$ cat src/rtl/vga_write_queue.sv
// Posted-write queue for the VGA text/colour RAMs: CPU writes land in a small FIFO
// and drain one per open 4-clk RAM slot, leaving even character-cell halves to scan-out.
module vga_write_queue #(
  parameter int DEPTH = 4,
  parameter int AW    = 12
) (
  input  logic          clk,
  input  logic          n_rst,
  input  logic [9:0]    hx,
  input  logic [9:0]    vy,
  input  logic [15:0]   a,
  input  logic [7:0]    d,
  input  logic          n_we,
  input  logic          ena,
  output logic          n_rdy,
  output logic [AW-1:0] ram_a,
  output logic [7:0]    ram_d,
  output logic          a_sel,
  output logic          n_text_ram_we,
  output logic          n_color_ram_we,
  output logic          n_d_to_text_oe,
  output logic          n_d_to_color_oe,
  output logic          busy
);
  localparam int PW = $clog2(DEPTH);
  localparam int EW = 1 + AW + 8;
  localparam logic [PW:0] CNT_FULL = (PW+1)'(DEPTH);

  localparam logic [2:0] ST_IDLE   = 3'd0;
  localparam logic [2:0] ST_SETUP  = 3'd1;
  localparam logic [2:0] ST_STROBE = 3'd2;
  localparam logic [2:0] ST_HOLD   = 3'd3;
  localparam logic [2:0] ST_TURN   = 3'd4;

  logic [EW-1:0] mem_q [DEPTH];
  logic [EW-1:0] mem_d [DEPTH];
  logic [PW-1:0] wr_ptr_q, wr_ptr_d, rd_ptr_q, rd_ptr_d;
  logic [PW:0]   count_q, count_d;
  logic [2:0]    state_q, state_d;
  logic          col_q, col_d;
  logic [AW-1:0] ram_a_q, ram_a_d;
  logic [7:0]    ram_d_q, ram_d_d;
  logic          a_sel_q, a_sel_d;
  logic          n_text_we_q, n_text_we_d, n_color_we_q, n_color_we_d;
  logic          n_text_oe_q, n_text_oe_d, n_color_oe_q, n_color_oe_d;
  logic          busy_q, busy_d;

  logic          sel_s, wr_req_s, empty_s, full_s, pop_s, push_s;
  logic          decide_s, active_nxt_s;
  logic [9:0]    hx_nxt_s, vy_nxt_s;
  logic [EW-1:0] entry_s, head_s;

  // Decisions are taken one clock ahead so SETUP lands exactly on the slot boundary.
  always_comb begin
    if (hx == 10'd799) begin
      hx_nxt_s = 10'd0;
      if (vy == 10'd524) begin
        vy_nxt_s = 10'd0;
      end else begin
        vy_nxt_s = vy + 10'd1;
      end
    end else begin
      hx_nxt_s = hx + 10'd1;
      vy_nxt_s = vy;
    end
    active_nxt_s = (hx_nxt_s < 10'd640) && (vy_nxt_s < 10'd480);
    decide_s     = (hx[1:0] == 2'b11) && (!active_nxt_s || hx_nxt_s[2]);
  end

  assign sel_s    = ena & a[15] & a[14] & (a[13] ^ a[12]);
  assign wr_req_s = ~n_we & sel_s;
  assign empty_s  = (count_q == '0);
  assign full_s   = (count_q == CNT_FULL);
  assign entry_s  = {a[12], a[AW-1:0], d};
  // An empty FIFO forwards the incoming write so it can catch the very next slot.
  assign head_s   = empty_s ? entry_s : mem_q[rd_ptr_q];
  assign pop_s    = decide_s & ((state_q == ST_IDLE) | (state_q == ST_TURN)) & (~empty_s | wr_req_s);
  assign push_s   = wr_req_s & (~full_s | pop_s);
  assign n_rdy    = wr_req_s & full_s & ~pop_s;

  always_comb begin
    mem_d = mem_q;
    if (push_s) begin
      mem_d[wr_ptr_q] = entry_s;
      wr_ptr_d        = wr_ptr_q + PW'(1'b1);
    end else begin
      wr_ptr_d = wr_ptr_q;
    end
    if (pop_s) begin
      rd_ptr_d = rd_ptr_q + PW'(1'b1);
    end else begin
      rd_ptr_d = rd_ptr_q;
    end
    case ({push_s, pop_s})
      2'b10:   count_d = count_q + (PW+1)'(1'b1);
      2'b01:   count_d = count_q - (PW+1)'(1'b1);
      default: count_d = count_q;
    endcase
  end

  always_comb begin
    case (state_q)
      ST_IDLE:   state_d = pop_s ? ST_SETUP : ST_IDLE;
      ST_SETUP:  state_d = ST_STROBE;
      ST_STROBE: state_d = ST_HOLD;
      ST_HOLD:   state_d = ST_TURN;
      ST_TURN:   state_d = pop_s ? ST_SETUP : ST_IDLE;
      default:   state_d = ST_IDLE;
    endcase
    if (pop_s) begin
      col_d   = head_s[EW-1];
      ram_a_d = head_s[8 +: AW];
      ram_d_d = head_s[7:0];
    end else begin
      col_d   = col_q;
      ram_a_d = ram_a_q;
      ram_d_d = ram_d_q;
    end
    a_sel_d      = (state_d == ST_SETUP) || (state_d == ST_STROBE) || (state_d == ST_HOLD);
    n_text_we_d  = ~((state_d == ST_STROBE) & ~col_d);
    n_color_we_d = ~((state_d == ST_STROBE) & col_d);
    n_text_oe_d  = ~(a_sel_d & ~col_d);
    n_color_oe_d = ~(a_sel_d & col_d);
    busy_d       = (count_d != '0) || (state_d != ST_IDLE);
  end

  always_ff @(posedge clk or negedge n_rst) begin
    if (!n_rst) begin
      for (int i = 0; i < DEPTH; i++) begin
        mem_q[i] <= '0;
      end
      wr_ptr_q     <= '0;
      rd_ptr_q     <= '0;
      count_q      <= '0;
      state_q      <= ST_IDLE;
      col_q        <= 1'b0;
      ram_a_q      <= '0;
      ram_d_q      <= 8'd0;
      a_sel_q      <= 1'b0;
      n_text_we_q  <= 1'b1;
      n_color_we_q <= 1'b1;
      n_text_oe_q  <= 1'b1;
      n_color_oe_q <= 1'b1;
      busy_q       <= 1'b0;
    end else begin
      mem_q        <= mem_d;
      wr_ptr_q     <= wr_ptr_d;
      rd_ptr_q     <= rd_ptr_d;
      count_q      <= count_d;
      state_q      <= state_d;
      col_q        <= col_d;
      ram_a_q      <= ram_a_d;
      ram_d_q      <= ram_d_d;
      a_sel_q      <= a_sel_d;
      n_text_we_q  <= n_text_we_d;
      n_color_we_q <= n_color_we_d;
      n_text_oe_q  <= n_text_oe_d;
      n_color_oe_q <= n_color_oe_d;
      busy_q       <= busy_d;
    end
  end

  assign ram_a           = ram_a_q;
  assign ram_d           = ram_d_q;
  assign a_sel           = a_sel_q;
  assign n_text_ram_we   = n_text_we_q;
  assign n_color_ram_we  = n_color_we_q;
  assign n_d_to_text_oe  = n_text_oe_q;
  assign n_d_to_color_oe = n_color_oe_q;
  assign busy            = busy_q;

endmodule

$ cat config.mk
export PLATFORM = sky130hd
export DESIGN_NAME = vga_write_queue
export DESIGN_NICKNAME = d
export VERILOG_FILES = /design/src/rtl/vga_write_queue.sv
export SDC_FILE = /design/constraint.sdc
export NUM_CORES = 1
export LEC_CHECK = 0
export CAP_MARGIN = 20
export CORE_MARGIN = 2
export CORE_UTILIZATION = 56
export CTS_CLUSTER_SIZE = 12
export DETAILED_ROUTE_END_ITERATION = 8
export PLACE_DENSITY = 0.8
export SETUP_SLACK_MARGIN = 0.1
export SKIP_LAST_GASP = 1
export SYNTH_ARGS = -nofsm -noshare
export SYNTH_HDL_FRONTEND = slang
export SYNTH_SLANG_ARGS = --single-unit
$ cat constraint.sdc
create_clock -name clk -period 3 [get_ports clk]
set_input_delay 0.6 -clock clk [delete_from_list [all_inputs] [get_ports clk]]
set_output_delay 0.6 -clock clk [all_outputs]
set_load 0.005 [all_outputs]
==> results_dict.tcl <==
set metrics [dict create \
    required_ps 2400 \
    first_iter_violations 161 \
    power_leakage_nw 3.741 \
    yosys_warnings 0 \
    hp-class "primary input to async pin" \
    ios 75 \
    ctsHtreeMaxLevel 4 \
    cts_tree "done" \
    setup_violations 0 \
    core-area_um2 10320 \
    yosysTopAreaCellShare 0.4912 \
    fin_util 0.7536 \
    outcome "finished, final reports clean" \
    cts_buffers 17 \
    hold_buffers 0 \
    die_h_um 107.2 \
    cp-end-kind "output port" \
    die_w_um 107.2 \
    dp.cells 633 \
    critical_path_class "primary input to output port" \
    cts_sinks 121 \
    hold_viol_final 0 \
    clkTransAtPathRegs_ps 60 \
    ys_ff_latch 121 \
    grt_max_degree 61 \
    slew_viol_final 0 \
    max_stage_delay_ps 530 \
    antennaDiodeCount 0 \
    final_area_um2 7780 \
    cp_cell_sequence "clkdlybuf4s50_1 > nand2_1 > o31a_1 > or4_4 > nand3_2 > nor2_1 > buf_2" \
    grt_overflow 0 \
    regArea_um2 3033 \
    fin_worst_skew_ps 8.727 \
    drive_above_1_share 0.3899 \
    io_buffer_count 74 \
    fillers 630 \
    gp_congestion 0.8280 \
    place_area_um2 7131 \
    final_common_cell "dfrtp_1" \
    vias_per_cell 5.607 \
    drt_wl_total_um 13000 \
    die-area_um2 11490 \
    wl_per_cell_um 19.34 \
    fin_crit_sh 0.9624 \
    cp_max_fo 2 \
    areaGrowthSynthToFinish_pct 30.52 \
    grt_setup_unrepaired "true" \
    p_per_area_nw_per_um2 884.6 \
    startpoint_type "primary input" \
    synth_area_per_cell_um2 14.83 \
    clk_path_buf_depth 2 \
    synthDistinctLibCells 46 \
    start_util 0.5774 \
    grt_pass1_wl_um 21490 \
    timing.max_cap.violations 0 \
    layout_common_cells "117 x dfrtp_1, 80 x mux2_4, 53 x clkdlybuf4s50_1, 43 x buf_4, 32 x nand2_1" \
    final_cells 672 \
    track_usage 0.2495 \
    arrival_ps 2290 \
    grt_pass1_vias 4185 \
    clkLatencyLatePin_ps 520 \
    layout.nets 576 \
    yosysTopAreaCell "dfrtp_1" \
    fmax_ghz 0.3463 \
    netlist_instances 402 \
    tightest_slew_ps 796.7 \
    cpMaxStageDelayCell "or4_4" \
    multi_input_area_um2 2839 \
    synthesis.area_um2 5961 \
    dr.pass1.iters 4 \
    placementRows 37 \
    peakVddDrop_mv 0.9378 \
    cts-root-buf "clkbuf_8" \
    period_needed_ps 2887 \
    vias 3768 \
    ff2ff_setup_slack_ps 420 \
    seq_area_frac_synth 0.5088 \
    dp_hpwl_um 8083 \
    antenna_found_initial 0 \
    synthTopCellsByArea "dfrtp_1 49%, mux2_4 20%, mux4_2 7.9%" \
    drc 0 \
    slew_headroom 0.4689 \
    synth_nets 455 \
    postRouteAntennaNets 0 \
]
## power breakdown
group	internal [mW]	switching, mW
sequential	2.19	0.393
combinational	1.39	0.862
clock	1.34	0.701
## stage by stage
| stage | total power, mW | setup TNS [ps] | hold slack [ps] | setup slack (ps) |
|---|---|---|---|---|
| 2_1_floorplan | 4.020 | 0 | 304.4 | 107.9 |
| 3_3_place_gp | 4.725 | -19150 | 463.2 | -419.7 |
| 3_5_place_dp | 4.834 | -21610 | 472.0 | -493.1 |
| 4_1_cts | 6.928 | 0 | 174.4 | 108.5 |
| 5_1_grt | 7.245 | 0 | 203.2 | 91.21 |
| 6_report | 6.882 | 0 | 158.9 | 112.7 |
## kinds of logic after synthesis
logic type	Yosys count	share of synthesized area
adders and majority gates	5	0.01176
xor gates and xnor gates	6	0.008816
AOI/OAI and AO/OA	42	0.05059
and+or+nand+nor	77	0.06822
muxes	128	0.3272
buffers and inverters	23	0.02456
DFF	121	0.5088
## worst paths after layout
path / from / to / cells past startpoint
worst max-delay path: hx[8] / n_rdy / 7
worst min-delay path: n_rst / ram_d[0] / 1
worst max register to register: state_q[1] / count_q[2] / 9
worst min register to register: ram_d[1] / ram_d[1] / 2
max in group asynchronous: n_rst / mem_q[62] / 2
min in group clk: ram_d[1] / ram_d[1] / 2
## layout make-up
| type | count | share of cell area |
|---|---|---|
| clock buffers | 23 | 0.06127 |
| clock inverters | 9 | 0.01544 |
| inverters | 4 | 0.001930 |
| multi-input cells | 258 | 0.3649 |
| flip-flops and latches | 121 | 0.3898 |
| well taps | 136 | 0.02187 |
| repair buffers | 121 | 0.1447 |
## sequential cells by signal, summed over array words and instances (netlist names)
register         flops
count_q              3
a_sel                1
ram_a               12
busy                 1
rd_ptr_q             2
n_d_to_text_oe       1
wr_ptr_q             2
ram_d                8
n_color_ram_we       1
state_q              3
mem_q               84
n_d_to_color_oe      1
n_text_ram_we        1
col_q                1
## synthesized netlist by cell type, drive strengths merged
cell and instances:
a211o 1, a211oi 2, a21boi 1, a21oi 2, a22oi 1, a31oi 2, and3 4, and3b 1
and4 1, and4b 1, buf 11, clkbuf 8, dfrtp 117, dfstp 4, fa 1, ha 4
inv 4, mux2 85, mux2i 22, mux4 21, nand2 33, nand2b 3, nand3 4, nand4 1
nand4b 1, nor2 11, nor2b 1, nor3 6, nor3b 1, nor4 3, o211ai 4, o21ai 27
o31a 1, o31ai 1, or2 2, or3 2, or4 2, xnor2 6
## what timing repair did
action / CTS / global route
endpoints found under the setup margin: 3 / 2
endpoints found under the hold margin: 0 / 0
buffers inserted: 6 / 1
pin swaps: 12 / 2
resized for setup: 29 / 1
## worst max-delay path, delay by kind of cell
family,cells,cell delay (ps)
buffers and inverters,2,620
AND/OR/NAND/NOR,4,750
AO/OA/AOI/OAI,1,310
## metal layers
| layer | part of all wire | global-route usage | vias up | routed length, µm |
|---|---|---|---|---|
| met2 | 0.51 | 0.4010 | 99 | 6638 |
| met4 | 0.0095 | 0.08813 | 0 | 124 |
| met1 | 0.43 | 0.3309 | 1942 | 5549 |
| met3 | 0.053 | 0.06383 | 12 | 683 |
| met5 | 0 | 0 | - | 0 |
| li1 | - | - | 1715 | - |
Note: power is estimated with default switching activity, not from simulation.
